File: src/rtl/pipeline_hazard_ctrl_pkg.sv
// pipeline_hazard_ctrl_pkg
// Shared types and constants for the pipeline hazard controller:
//   - dbg_state_e    : debug FSM states (RUN, DRAIN, HALTED, STEP)
//   - CAUSE_*        : stall_cause encodings
//   - DRAIN_CYCLES_DEF: default number of cycles needed to empty the back end
//   - reads_reg()    : does the IF/ID instruction really read register rd
package pipeline_hazard_ctrl_pkg;

   typedef enum logic [1:0] {
      ST_RUN    = 2'd0,
      ST_DRAIN  = 2'd1,
      ST_HALTED = 2'd2,
      ST_STEP   = 2'd3
   } dbg_state_e;

   localparam logic [2:0] CAUSE_NONE     = 3'd0;
   localparam logic [2:0] CAUSE_LOAD_USE = 3'd1;
   localparam logic [2:0] CAUSE_BRANCH   = 3'd2;
   localparam logic [2:0] CAUSE_FREEZE   = 3'd3;
   localparam logic [2:0] CAUSE_DEBUG    = 3'd4;

   localparam int DRAIN_CYCLES_DEF = 3;

   // x0 is hardwired to zero, so a producer writing it never conflicts.
   function automatic logic reads_reg(input logic [4:0] rd,
                                      input logic [4:0] rs1, input logic use1,
                                      input logic [4:0] rs2, input logic use2);
      return (rd != 5'd0) && ((use1 && (rs1 == rd)) || (use2 && (rs2 == rd)));
   endfunction

endpackage

File: src/rtl/pipeline_hazard_ctrl_hazard_detect.sv
// hazard_detect
// Purely combinational detection of hazards the forwarding network cannot
// cover.
//   in : id_rs1/id_rs2 + id_use_rs1/id_use_rs2 (sources of IF/ID), id_branch,
//        ex_regw/ex_memr/ex_rd (ID/EX producer), mem_memr/mem_rd (EX/MEM)
//   out: load_use  - a load in EX feeds the instruction in ID
//        br_hazard - a branch in ID needs a value that is not yet available
//                    (ALU result in EX, or load data still in MEM)
module hazard_detect
   import pipeline_hazard_ctrl_pkg::*;
(
   input  logic [4:0] id_rs1,
   input  logic [4:0] id_rs2,
   input  logic       id_use_rs1,
   input  logic       id_use_rs2,
   input  logic       id_branch,
   input  logic       ex_regw,
   input  logic       ex_memr,
   input  logic [4:0] ex_rd,
   input  logic       mem_memr,
   input  logic [4:0] mem_rd,
   output logic       load_use,
   output logic       br_hazard
);

   logic ex_match;
   logic mem_match;

   assign ex_match  = reads_reg(ex_rd,  id_rs1, id_use_rs1, id_rs2, id_use_rs2);
   assign mem_match = reads_reg(mem_rd, id_rs1, id_use_rs1, id_rs2, id_use_rs2);

   assign load_use  = ex_memr & ex_match;
   // Branches compare in ID, so even an ALU result in EX is too late.
   assign br_hazard = id_branch & ((ex_regw & ex_match) | (mem_memr & mem_match));

endmodule

File: src/rtl/pipeline_hazard_ctrl.sv
// pipeline_hazard_ctrl
// Stall/flush/freeze sequencer for the 5-stage pipeline with a debug
// halt / single-step FSM.
//   in : clk, reset (async, active high), ID source/branch info, ID/EX and
//        EX/MEM producer info, dmem_busy, dbg_halt (level), dbg_step (pulse)
//   out: pc_we, if_id_we, id_ex_we, ex_mem_we, mem_wb_we, if_id_flush,
//        id_ex_bubble, halted, stall_cause, stall_cnt, flush_cnt
// Optional feature macro: HAZARD_PERF_CNT_EN builds the stall/flush perf
// counters; without it both counter ports read as zero.
module pipeline_hazard_ctrl
   import pipeline_hazard_ctrl_pkg::*;
#(
   parameter int DRAIN_CYCLES = DRAIN_CYCLES_DEF,
   parameter int CNT_W        = 32
) (
   input  logic             clk,
   input  logic             reset,
   input  logic [4:0]       id_rs1,
   input  logic [4:0]       id_rs2,
   input  logic             id_use_rs1,
   input  logic             id_use_rs2,
   input  logic             id_branch,
   input  logic             id_branch_taken,
   input  logic             ex_regw,
   input  logic             ex_memr,
   input  logic [4:0]       ex_rd,
   input  logic             mem_memr,
   input  logic [4:0]       mem_rd,
   input  logic             dmem_busy,
   input  logic             dbg_halt,
   input  logic             dbg_step,
   output logic             pc_we,
   output logic             if_id_we,
   output logic             id_ex_we,
   output logic             ex_mem_we,
   output logic             mem_wb_we,
   output logic             if_id_flush,
   output logic             id_ex_bubble,
   output logic             halted,
   output logic [2:0]       stall_cause,
   output logic [CNT_W-1:0] stall_cnt,
   output logic [CNT_W-1:0] flush_cnt
);

   localparam logic [1:0] DRAIN_LD = DRAIN_CYCLES[1:0];

   dbg_state_e state_q, state_d;
   logic [1:0] drain_cnt_q, drain_cnt_d;
   logic       load_use, br_hazard;

   hazard_detect u_hazard_detect (
      .id_rs1     (id_rs1),
      .id_rs2     (id_rs2),
      .id_use_rs1 (id_use_rs1),
      .id_use_rs2 (id_use_rs2),
      .id_branch  (id_branch),
      .ex_regw    (ex_regw),
      .ex_memr    (ex_memr),
      .ex_rd      (ex_rd),
      .mem_memr   (mem_memr),
      .mem_rd     (mem_rd),
      .load_use   (load_use),
      .br_hazard  (br_hazard)
   );

   // Stage control: freeze > halted > hazard > (flush, drain) > normal.
   always_comb begin
      pc_we        = 1'b1;
      if_id_we     = 1'b1;
      id_ex_we     = 1'b1;
      ex_mem_we    = 1'b1;
      mem_wb_we    = 1'b1;
      if_id_flush  = 1'b0;
      id_ex_bubble = 1'b0;
      stall_cause  = CAUSE_NONE;
      if (dmem_busy || state_q == ST_HALTED) begin
         pc_we       = 1'b0;
         if_id_we    = 1'b0;
         id_ex_we    = 1'b0;
         ex_mem_we   = 1'b0;
         mem_wb_we   = 1'b0;
         stall_cause = dmem_busy ? CAUSE_FREEZE : CAUSE_DEBUG;
      end else if (load_use || br_hazard) begin
         pc_we        = 1'b0;
         if_id_we     = 1'b0;
         id_ex_bubble = 1'b1;
         stall_cause  = load_use ? CAUSE_LOAD_USE : CAUSE_BRANCH;
      end else begin
         if_id_flush = id_branch_taken;
         // Stop issue while the back end empties; later stages keep moving.
         if (state_q == ST_DRAIN) begin
            pc_we        = 1'b0;
            if_id_we     = 1'b0;
            id_ex_bubble = 1'b1;
            stall_cause  = CAUSE_DEBUG;
         end
      end
   end

   // Debug FSM next state.
   always_comb begin
      state_d     = state_q;
      drain_cnt_d = drain_cnt_q;
      unique case (state_q)
         ST_RUN: if (dbg_halt) begin
            state_d     = ST_DRAIN;
            drain_cnt_d = DRAIN_LD;
         end
         ST_DRAIN: if (!dmem_busy) begin
            // The edge that takes the counter to zero also enters HALTED.
            if (drain_cnt_q <= 2'd1) begin
               state_d     = ST_HALTED;
               drain_cnt_d = 2'd0;
            end else begin
               drain_cnt_d = drain_cnt_q - 2'd1;
            end
         end
         ST_HALTED: begin
            if (!dbg_halt)     state_d = ST_RUN;
            else if (dbg_step) state_d = ST_STEP;
         end
         ST_STEP: if (pc_we) begin
            state_d     = ST_DRAIN;
            drain_cnt_d = DRAIN_LD;
         end
         default: state_d = ST_RUN;
      endcase
   end

   always_ff @(posedge clk or posedge reset) begin
      if (reset) begin
         state_q     <= ST_RUN;
         drain_cnt_q <= 2'd0;
      end else begin
         state_q     <= state_d;
         drain_cnt_q <= drain_cnt_d;
      end
   end

   assign halted = (state_q == ST_HALTED);

`ifdef HAZARD_PERF_CNT_EN
   logic [CNT_W-1:0] stall_cnt_q, stall_cnt_d;
   logic [CNT_W-1:0] flush_cnt_q, flush_cnt_d;
   logic             stall_inc;

   // Only program-visible stalls count; debug drain/halt time is excluded.
   assign stall_inc = !pc_we && (state_q == ST_RUN || state_q == ST_STEP);

   always_comb begin
      stall_cnt_d = stall_cnt_q + CNT_W'(stall_inc);
      flush_cnt_d = flush_cnt_q + CNT_W'(if_id_flush);
   end

   always_ff @(posedge clk or posedge reset) begin
      if (reset) begin
         stall_cnt_q <= '0;
         flush_cnt_q <= '0;
      end else begin
         stall_cnt_q <= stall_cnt_d;
         flush_cnt_q <= flush_cnt_d;
      end
   end

   assign stall_cnt = stall_cnt_q;
   assign flush_cnt = flush_cnt_q;
`else
   assign stall_cnt = '0;
   assign flush_cnt = '0;
`endif

endmodule

File: config.mk
export PLATFORM = sky130hd
export DESIGN_NAME = pipeline_hazard_ctrl
export DESIGN_NICKNAME = d
export VERILOG_FILES = /design/src/rtl/pipeline_hazard_ctrl_pkg.sv /design/src/rtl/pipeline_hazard_ctrl_hazard_detect.sv /design/src/rtl/pipeline_hazard_ctrl.sv
export SDC_FILE = /design/constraint.sdc
export NUM_CORES = 1
export LEC_CHECK = 0
export CAP_MARGIN = 20
export CORE_MARGIN = 2
export CORE_UTILIZATION = 31
export DETAILED_ROUTE_END_ITERATION = 10
export GPL_TIMING_DRIVEN = 0
export PLACE_DENSITY_LB_ADDON = 0.25
export SYNTH_ARGS = -nofsm -noshare
export SYNTH_HDL_FRONTEND = slang
export SYNTH_HIERARCHICAL = 1
export SYNTH_SLANG_ARGS = --single-unit
File: constraint.sdc
create_clock -name clk -period 2.7 [get_ports clk]
set_clock_uncertainty 0.05 [all_clocks]
set_input_delay 0.27 -clock clk [delete_from_list [all_inputs] [get_ports clk]]
set_output_delay 0.27 -clock clk [all_outputs]
set_load 0.05 [all_outputs]
==> metrics.txt <==
# TYPE chip_impl_metric gauge
chip_impl_metric{name="worst_ir_drop_vdd",unit="uV"} 167
chip_impl_metric{name="r2r_slack",unit="ns"} 0.54
chip_impl_metric{name="n_diodes",unit=""} 0
chip_impl_metric{name="grt_pass1_vias",unit=""} 893
chip_impl_metric{name="grt.overflow.total",unit=""} 0
chip_impl_metric{name="antenna_violating_nets_post_route",unit=""} 0
chip_impl_info{name="commonest_register_cell_after_synthesis",value="dfrtp_1"} 1
chip_impl_metric{name="synth_async_sr_flop_share",unit="%"} 100
chip_impl_metric{name="clock-sinks",unit=""} 4
chip_impl_info{name="worstReg2RegStart",value="state_q[0]$_DFFE_PP0P_"} 1
chip_impl_metric{name="wl_per_cell",unit="um"} 7.83
chip_impl_metric{name="detailed_place.area",unit="um^2"} 1880
chip_impl_metric{name="max_cap_violations",unit=""} 0
chip_impl_metric{name="place_ws",unit="ns"} -0.737
chip_impl_info{name="root_buffer",value="clkbuf_8"} 1
chip_impl_metric{name="filler_cell_count",unit=""} 371
chip_impl_metric{name="worstPathMaxFanout",unit=""} 4
chip_impl_metric{name="number_of_levels_in_the_clock_h_tree",unit=""} 1
chip_impl_metric{name="place.port_buffers",unit=""} 42
chip_impl_metric{name="proportion_of_synthesized_chip_area_in_sequential_cells",unit="%"} 8.65
chip_impl_metric{name="antenna_found_initial",unit=""} 0
chip_impl_metric{name="post_detailed_route_via_to_cell_ratio",unit=""} 3.50
chip_impl_metric{name="postSynthAreaPerCell",unit="um^2"} 7.77
chip_impl_metric{name="die_width",unit="um"} 65.1
chip_impl_metric{name="std_cell_rows",unit=""} 22
chip_impl_metric{name="p_leak",unit="uW"} 0.00105
chip_impl_metric{name="wire_length_of_the_first_global_routing_pass",unit="um"} 3650
chip_impl_metric{name="detailed_place_hpwl",unit="um"} 2210
chip_impl_metric{name="timing.max_slew.rel_slack",unit="%"} 66.8
chip_impl_metric{name="slew_viols_final",unit=""} 0
chip_impl_metric{name="proportion_of_layout_cells_with_a_drive_suffix_above_1",unit="%"} 33.2
chip_impl_metric{name="placed_cells",unit=""} 302
chip_impl_metric{name="area.growth.synth_to_final",unit="%"} 66.2
chip_impl_metric{name="detail_route.first_pass.iterations",unit=""} 2
chip_impl_metric{name="synth.yosys.warnings",unit=""} 6
chip_impl_metric{name="die_h",unit="um"} 65.1
chip_impl_metric{name="reg2regPathDepth",unit=""} 7
chip_impl_metric{name="timing.setup.tns",unit="ns"} 0
chip_impl_info{name="netlist_top_cells_area",value="buf_4, xnor2_1, dfrtp_1, ha_1, inv_1"} 1
chip_impl_metric{name="worst_skew_pair_latency",unit="ns"} 0.22
chip_impl_metric{name="synth_largest_type_area_fraction",unit="%"} 43.5
chip_impl_metric{name="die-area",unit="um^2"} 4240
chip_impl_metric{name="drcViolationCount",unit=""} 0
chip_impl_metric{name="finalInstanceArea",unit="um^2"} 1920
chip_impl_info{name="critical_path.endpoint_type",value="primary output"} 1
chip_impl_metric{name="numCtsBuffers",unit=""} 3
chip_impl_info{name="worst_setup_path_startpoint",value="ex_rd[4]"} 1
chip_impl_info{name="rsz0062_at_grt",value="false"} 1
chip_impl_metric{name="io_pins",unit=""} 107
chip_impl_metric{name="timing.critical_path.required",unit="ns"} 2.38
chip_impl_metric{name="syn-cell-area",unit="um^2"} 1160
chip_impl_info{name="tritoncts",value="yes"} 1
chip_impl_metric{name="core_area",unit="um^2"} 3630
chip_impl_metric{name="final.min_clock_period",unit="ns"} 2.55
chip_impl_metric{name="worst_ep_arrival_time",unit="ns"} 2.23
chip_impl_metric{name="power-per-cell-area",unit="nW/um^2"} 579
chip_impl_metric{name="path_clk_slew",unit="ns"} 0.03
chip_impl_info{name="timing.setup.critical_path_class",value="primary input to primary output"} 1
chip_impl_metric{name="fmaxAchievable",unit="GHz"} 0.393
chip_impl_metric{name="setup-violations-final",unit=""} 0
chip_impl_info{name="outcome",value="complete, no violations"} 1
chip_impl_metric{name="totalWireLength",unit="um"} 2400
chip_impl_metric{name="ys_ff_latch",unit=""} 4
chip_impl_metric{name="final_cell_count_no_fill",unit=""} 307
chip_impl_metric{name="clock_tree.buffer_depth",unit=""} 2
chip_impl_metric{name="syn-instance-count",unit=""} 149
chip_impl_metric{name="finalWeightedCongestion",unit=""} 0.810
chip_impl_info{name="timing.critical_path.to",value="stall_cause[0]"} 1
chip_impl_metric{name="grt_max_degree",unit=""} 9
chip_impl_info{name="startpoint_type",value="primary input"} 1
chip_impl_info{name="hp-class",value="primary input to async pin"} 1
chip_impl_metric{name="final_hold_viol_count",unit=""} 0
chip_impl_metric{name="multi_input_comb_area",unit="um^2"} 766
chip_impl_metric{name="detailedRoute.firstIterationViolations",unit=""} 35
chip_impl_metric{name="finalNetCount",unit=""} 297
chip_impl_info{name="netlist.top_cell.by_area",value="buf_4"} 1
chip_impl_metric{name="synth_cell_types",unit=""} 29
chip_impl_metric{name="layout_worst_path_cycle_share",unit="%"} 94.3
chip_impl_metric{name="globalRouteTotalUtil",unit="%"} 10.7
chip_impl_info{name="rr_endpoint",value="state_q[0]$_DFFE_PP0P_"} 1
chip_impl_metric{name="tightestPinTransition",unit="ns"} 0.497
chip_impl_metric{name="whs",unit="ns"} 0.189
chip_impl_metric{name="area.sequential",unit="um^2"} 100
chip_impl_metric{name="number_of_enable_type_register_cells_in_the_synthesized_netlist",unit=""} 0
chip_impl_metric{name="start_util",unit="%"} 31.9
chip_impl_metric{name="post-route-worst-setup-slack",unit="ns"} 0.154
chip_impl_metric{name="via_count",unit=""} 1073
-- Yosys cell counts, types with 2 or more instances --
master	number
buf_4	67
xnor2_1	20
inv_1	9
nor2_1	7
nand2_1	6
dfrtp_1	4
ha_1	4
nand4_1	4
o21ai_0	4
and2_1	2
and3_1	2
o22ai_1	2
o31ai_1	2
-- critical path, cell delays in order --
cell	delay [ns]
clkdlybuf4s50_1	0.56
xnor2_1	0.14
nand4_1	0.11
o22ai_1	0.24
and3_2	0.28
a21o_1	0.12
clkdlybuf4s15_1	0.49
-- sequential cells by signal, summed over array words and instances, names as in the netlist --
signal and cells:
drain_cnt_q 2, state_q 2
-- timing repair --
| item | 4_1_cts | 5_1_grt |
|---|---|---|
| resized for setup | 31 | 9 |
| pin swaps | 2 | 2 |
| hold buffers | 0 | 0 |
| setup endpoints to repair | 8 | 8 |
| buffers inserted | 2 | 0 |
-- per-stage QoR --
stage | utilization, % | total power, uW
3_3_place_gp | 51.7 | 977
2_1_floorplan | - | 799
3_5_place_dp | 51.7 | 985
5_1_grt | 52.9 | 1200
6_report | 52.9 | 1110
4_1_cts | 52.9 | 1120
-- worst min path at each step --
| stage | from | endpoint | slack (ns) | cells past startpoint |
|---|---|---|---|---|
| 6_report | reset | drain_cnt_q[0]$_DFFE_PP0P_ | 0.19 | 2 |
| 3_3_place_gp | reset | drain_cnt_q[1]$_DFFE_PP0P_ | 0.41 | 2 |
| 2_1_floorplan | reset | drain_cnt_q[0]$_DFFE_PP0P_ | -0.01 | 1 |
| 4_1_cts | reset | drain_cnt_q[0]$_DFFE_PP0P_ | 0.19 | 2 |
| 3_5_place_dp | reset | state_q[0]$_DFFE_PP0P_ | 0.42 | 2 |
| 5_1_grt | reset | drain_cnt_q[0]$_DFFE_PP0P_ | 0.20 | 2 |
-- cell usage in the layout, fill, tap and decap left out, types with 2 or more instances in the layout --
cell             instances
inv_1                    9
nor2_1                   6
xnor2_1                 20
ha_1                     4
dlygate4sd2_1            2
o22ai_1                  2
nand2_1                  6
buf_2                    2
clkbuf_8                 3
o31ai_1                  2
and2_1                   2
buf_4                   71
conb_1                  64
o21ai_0                  4
clkdlybuf4s50_1         31
dfrtp_1                  4
nand4_1                  4
dlymetal6s2s_1           2
-- area by class of cell --
cell class / count / share of cell area (%)
Buffer: 67 / 26.2
Clock buffer: 3 / 2.15
Inverter: 9 / 1.76
Multi-Input combinational cell: 132 / 39.8
Sequential cell: 4 / 5.20
Tap cell: 48 / 3.12
Timing Repair Buffer: 44 / 21.8
-- cells by family after synthesis --
kind of cell / share of synthesized area (%)
muxes: 1.84
and+or+nand+nor: 11.4
DFF: 8.65
xor gates and xnor gates: 15.1
adders and majority gates: 4.32
AOI/OAI and AO/OA: 12.0
other: 0.324
buffers and inverters: 46.4
-- power breakdown --
group | switching, uW | internal (uW)
combinational | 549 | 323
clock | 28.8 | 94.8
sequential | 25.8 | 92.4
total | 604 | 510
-- per-layer routing --
layer  routed length [um]  part of all wire, %  up-vias  global-route usage, %
met2                 1170                   49       61                   19.5
li1                     -                    -      577                      -
met1                  886                   37      433                   12.4
met4                    8                 0.33        0                   1.56
met3                  340                   14        2                   3.42
met5                    0                    0        -                      0
Note: power is estimated with default switching activity, not from simulation.
==> edit 1 (config.mk and constraints unchanged) <==
The parameter `CNT_W` goes from 32 to 28.
--- a/src/rtl/pipeline_hazard_ctrl.sv
+++ b/src/rtl/pipeline_hazard_ctrl.sv
@@ -12,5 +12,5 @@
 #(
    parameter int DRAIN_CYCLES = DRAIN_CYCLES_DEF,
-   parameter int CNT_W        = 32
+   parameter int CNT_W        = 28
 ) (
    input  logic             clk,
Ports: changed (resized flush_cnt and stall_cnt); port bits go from 107 to 99. The function was not compared with the original's and may differ.
==> edit 1 against the original RTL <==
Die area down 4.9%. Power fell by 6.9%. Sequential cell count did not move. Cell area down 6.3%. Via count is 8.0% lower. Clock power decreased by 40%. First-iteration DRC count fell by 14%. Worst setup slack got worse by 0.082 ns. Wire length is 8.6% lower. Combinational power decreased by 3.1%. Area after synthesis decreased by 5.2%.
==> edit 1: results (changes against the original RTL) <==
Global routing
  – Wire length of the first global-routing pass: 3550 um (-2.8%)
  – Global-route usage over all layers: 10.6% (-0.055 points)
  – Pin count of the biggest net entering global routing: 9 (unchanged)
  – Number of global-route vias before repair: 927 (+3.8%)

Power
  – Leakage power figure: 0.945 nW (-9.6%)
  – IR Drop Worst-Case VDD: 0.184 mV (+9.9%)

STA
  – Final slew viol count: 0 (unchanged)
  – Max-slew headroom: 66.7% (-0.13 points)
  – Endpoints failing hold: 0 (unchanged)

Cells and area
  – Nets: 280 (-5.7%)
  – Count of antenna diodes in the layout: 0 (unchanged)
  – Fraction of final layout cells with drive strength greater than 1: 31.8% (-1.4 points)
  – Filler instances: 345 (-7.0%)

Synth
  – Seq/Total Area, Yosys: 9.12% (+0.47 points)
  – Most used standard cells in the synthesized netlist: 59 x sky130_fd_sc_hd__buf_4, 20 x sky130_fd_sc_hd__xnor2_1, 9 x sky130_fd_sc_hd__inv_1
  – Primary FF master, synth: sky130_fd_sc_hd__dfrtp_1
  – Xor/xnor share of the synthesized area: 16.0% (+0.83 points)
  – Async set or reset register ratio after synthesis: 100% (unchanged)
  – Count of synthesis-stage warnings from yosys: 6 (unchanged)
  – Multiplexer fraction of the synthesized cell area: 1.94% (+0.10 points)
  – Adder-Cell Fraction of Synth Area: 4.56% (+0.24 points)
  – Synthesized-area fraction occupied by ao, oa, aoi and oai cells: 12.7% (+0.66 points)
  – Cell types with the largest area share after synthesis: sky130_fd_sc_hd__buf_4 40%, sky130_fd_sc_hd__xnor2_1 16%, sky130_fd_sc_hd__dfrtp_1 9.1%, sky130_fd_sc_hd__ha_1 4.6%, sky130_fd_sc_hd__inv_1 3.1%

Worst setup path
  – Critical-path cell with the highest stage delay: sky130_fd_sc_hd__clkdlybuf4s50_1
  – Critical Path AT: 2.31 ns (+0.08 ns)
  – Critical Path Max Stage Delay: 0.46 ns (-0.10 ns)
  – Family with the most delay on the worst path: simple AND/OR/NAND/NOR gates
  – Largest fanout on the critical path: 3 (-1)

Place
  – Worst setup slack before clock tree synthesis: -0.704 ns (+0.0327 ns)
  – Sum of net half-perimeters after detailed placement: 2100 um (-5.1%)
  – Port buffer count: 42 (unchanged)
  – Global placer's final weighted congestion: 0.850 (+5.0%)

CTS
  – Clock edge transition at the registers on the reported setup and hold paths: ~0.04 ns
  – Clock Root Buffer: sky130_fd_sc_hd__clkbuf_4
  – Cts bufs inserted: 3 (unchanged)
  – Latest clock arrival within the worst-skew pair: 0.24 ns (+0.02 ns)

Drt
  – Count of routing violations after the opening detailed-route iteration: 30 (-14%)
  – Average detailed-routed wire length per instance: 7.63 um (-2.6%)
  – Via density per instance: 3.43 (-1.9%)
  – First-pass DRT Iterations: 4 (+2)

Run status
  – Outcome: completed
[edit 1: through the flow]
stage	utilization, %	instance area [um^2]	power (W)	setup TNS (ns)	cells
floorplan	-	1310	0.000766	0	196
finish	53.6	1800	0.00104	0	288
detailed placement	53.1	1780	0.000951	-3.59	284
global route	53.6	1800	0.00112	0	288
CTS	53.8	1810	0.00105	-0.0684	288
global placement	53.1	1780	0.000944	-3.61	284
[edit 1: where the power goes]
part           switching [W]  internal [W]  leakage (nW)
registers          0.0000249     0.0000922        0.0472
clock network      0.0000249     0.0000497        0.0138
logic               0.000524      0.000322         0.883
total               0.000573      0.000464         0.945
[edit 1: area by class of cell]
type | instances | share of cell area (%)
multi-input combinational | 124 | 40.7
buffer | 59 | 24.6
timing repair buffer | 43 | 22.8
sequential | 4 | 5.56
tap | 46 | 3.19
inverter | 9 | 1.87
clock buffer | 3 | 1.25
[edit 1: path summary, 6_finish.rpt]
check	startpoint	end	slack [ns]	cells after the start
setup / recovery	mem_rd[0]	pc_we	0.07	8
hold / removal	reset	state_q[0]	0.17	2
setup reg to reg	state_q[0]	state_q[0]	0.65	6
hold reg to reg	drain_cnt_q[0]	drain_cnt_q[1]	0.48	2
max in group asynchronous	reset	state_q[1]	2.28	2
min in group clk	drain_cnt_q[0]	drain_cnt_q[1]	0.48	2
[edit 1: kinds of logic after synthesis]
family,Yosys count
simple gates,24
other cells,1
xor+xnor,20
buf+inv,68
fa+ha+maj,4
mux,2
flops,4
compound gates,18
[edit 1: repair_timing]
item | in CTS | in global routing
cloned | 0 | 0
gates resized for setup | 29 | 5
setup endpoints to repair | 8 | 8
pin swaps | 3 | 1
buffers inserted | 1 | 0
[edit 1: per-layer routing]
| metal | global-route usage, % | wire length [um] | vias to the layer above |
|---|---|---|---|
| met5 | 0 | 0 | - |
| met2 | 18.7 | 1010 | 62 |
| met1 | 12.2 | 825 | 373 |
| li1 | - | - | 549 |
| met4 | 3.26 | 19 | 0 |
| met3 | 3.21 | 340 | 3 |
==> edit 2 (same flow settings) <==
Made on the original files. Encoding of `dbg_state_e`: now Gray code (2 bits for 4 states).
--- a/src/rtl/pipeline_hazard_ctrl_pkg.sv
+++ b/src/rtl/pipeline_hazard_ctrl_pkg.sv
@@ -8,8 +8,8 @@
 
    typedef enum logic [1:0] {
-      ST_RUN    = 2'd0,
-      ST_DRAIN  = 2'd1,
-      ST_HALTED = 2'd2,
-      ST_STEP   = 2'd3
+      ST_RUN    = 2'b00,
+      ST_DRAIN  = 2'b01,
+      ST_HALTED = 2'b11,
+      ST_STEP   = 2'b10
    } dbg_state_e;
 
Check against the original RTL: no difference found for any inputs over 10 cycles, from zero or initial values and one cycle with reset high; not proved beyond that.
==> edit 2 against the original RTL <==
Worst setup slack worse by 0.11 ns. Wire length is 1.8% higher. Combinational power is 10% lower. Sequential cell count stayed put. Cell area is 4.2% lower. Sequential share of layout area is 0.23 points higher. Fmax is 4.2% lower. Core utilization is 1.4 points higher. Area after synthesis is 4.5% lower. Power is 12% lower.
==> edit 2: results (changes against the original RTL) <==
Run status
  – Outcome: completed

Synth
  – Multiplexer fraction of the synthesized cell area: 0% (-1.8 points)
  – Xor/xnor share of the synthesized area: 15.9% (+0.72 points)
  – Adder-Cell Fraction of Synth Area: 0% (-4.3 points)
  – Most used standard cells in the synthesized netlist: 68 x sky130_fd_sc_hd__buf_4, 20 x sky130_fd_sc_hd__xnor2_1, 7 x sky130_fd_sc_hd__nand2_1
  – Number of distinct standard cells referenced by the synthesized netlist: 27 (-6.9%)
  – Cell types with the largest area share after synthesis: sky130_fd_sc_hd__buf_4 46%, sky130_fd_sc_hd__xnor2_1 16%, sky130_fd_sc_hd__dfrtp_1 9.1%, sky130_fd_sc_hd__nand2_1 2.4%, sky130_fd_sc_hd__nand4_1 2.3%

Drt
  – Total length of routed met2 wires: 1300 um (+11%)
  – Count of routing violations after the opening detailed-route iteration: 19 (-46%)
  – First-pass DRT Iterations: 4 (+2)
  – Met3 wirelength from detailed routing: 251 um (-26%)

CTS
  – Clock Root Buffer: sky130_fd_sc_hd__clkbuf_4
  – Latest clock arrival within the worst-skew pair: 0.24 ns (+0.02 ns)

Global routing
  – Global-route usage over all layers: 11.8% (+1.1 points)
  – Number of global-route vias before repair: 994 (+11%)
  – Wire length of the first global-routing pass: 3920 um (+7.4%)

Place
  – Global placer's final weighted congestion: 0.800 (-1.2%)
  – Worst setup slack before clock tree synthesis: -0.669 ns (+0.0679 ns)
  – Sum of net half-perimeters after detailed placement: 2230 um (+0.54%)
  – Port buffer count: 41 (-2.4%)

Power
  – Switching Share: 56.8% (+2.6 points)
  – Leakage power figure: 0.984 nW (-5.8%)
  – IR Drop Worst-Case VDD: 0.190 mV (+14%)
  – Fraction of power consumed by combinational cells: 80.2% (+1.9 points)

Cells and area
  – Fraction of final layout cells with drive strength greater than 1: 33.7% (+0.53 points)
  – Nets: 286 (-3.7%)

STA
  – Max-slew headroom: 66.3% (-0.47 points)
-- edit 2: cell types whose count changed in the layout (fill, tap and decap cells not counted), moves of 3 or more --
cell                       unedited run  this run
sky130_fd_sc_hd__clkbuf_4             0         4
sky130_fd_sc_hd__ha_1                 4         0
sky130_fd_sc_hd__clkbuf_8             3         0
sky130_fd_sc_hd__inv_1                9         6
sky130_fd_sc_hd__nor2_1               6         3
sky130_fd_sc_hd__nor3_1               0         3
-- edit 2: final timing paths --
path	from	endpoint	slack, ns	depth (start not counted)
setup / recovery	mem_rd[2]	pc_we	0.04	8
max in group asynchronous	reset	state_q[1]	2.26	2
hold reg to reg	drain_cnt_q[1]	drain_cnt_q[0]	0.53	2
setup reg to reg	state_q[0]	state_q[0]	1.53	4
hold / removal	reset	drain_cnt_q[0]	0.17	2
min in group clk	dmem_busy	drain_cnt_q[0]	0.37	3
-- edit 2: area by class of cell --
class	count	area, um^2
plain buffers	70	533
clock buffers	3	22.5
repair buffers	42	404
fillers	335	1550
flip-flops and latches	4	100
well taps	46	57.6
multi-input cells	127	703
inverters	6	22.5
-- edit 2: per-stage QoR --
step | TNS [ns] | std cells | total power [W] | util, %
after global routing | -0.0801 | 298 | 0.00104 | 54.4
after detailed placement | -3.20 | 294 | 0.000901 | 53.5
after floorplan | 0 | 207 | 0.000730 | -
after CTS | -0.0372 | 298 | 0.000979 | 54.3
final | 0 | 298 | 0.000976 | 54.4
after global placement | -3.04 | 294 | 0.000893 | 53.5
-- edit 2: repair_timing --
item / 4_1_cts / 5_1_grt
setup endpoints to repair: 7 / 6
buffers inserted: 1 / 0
pin swaps: 1 / 1
resized for setup: 29 / 6
-- edit 2: layer usage --
layer	global-route usage (%)	vias to the layer above
li1	-	562
met1	11.9	433
met2	22.8	52
met3	3.93	2
met4	3.26	0
met5	0	-
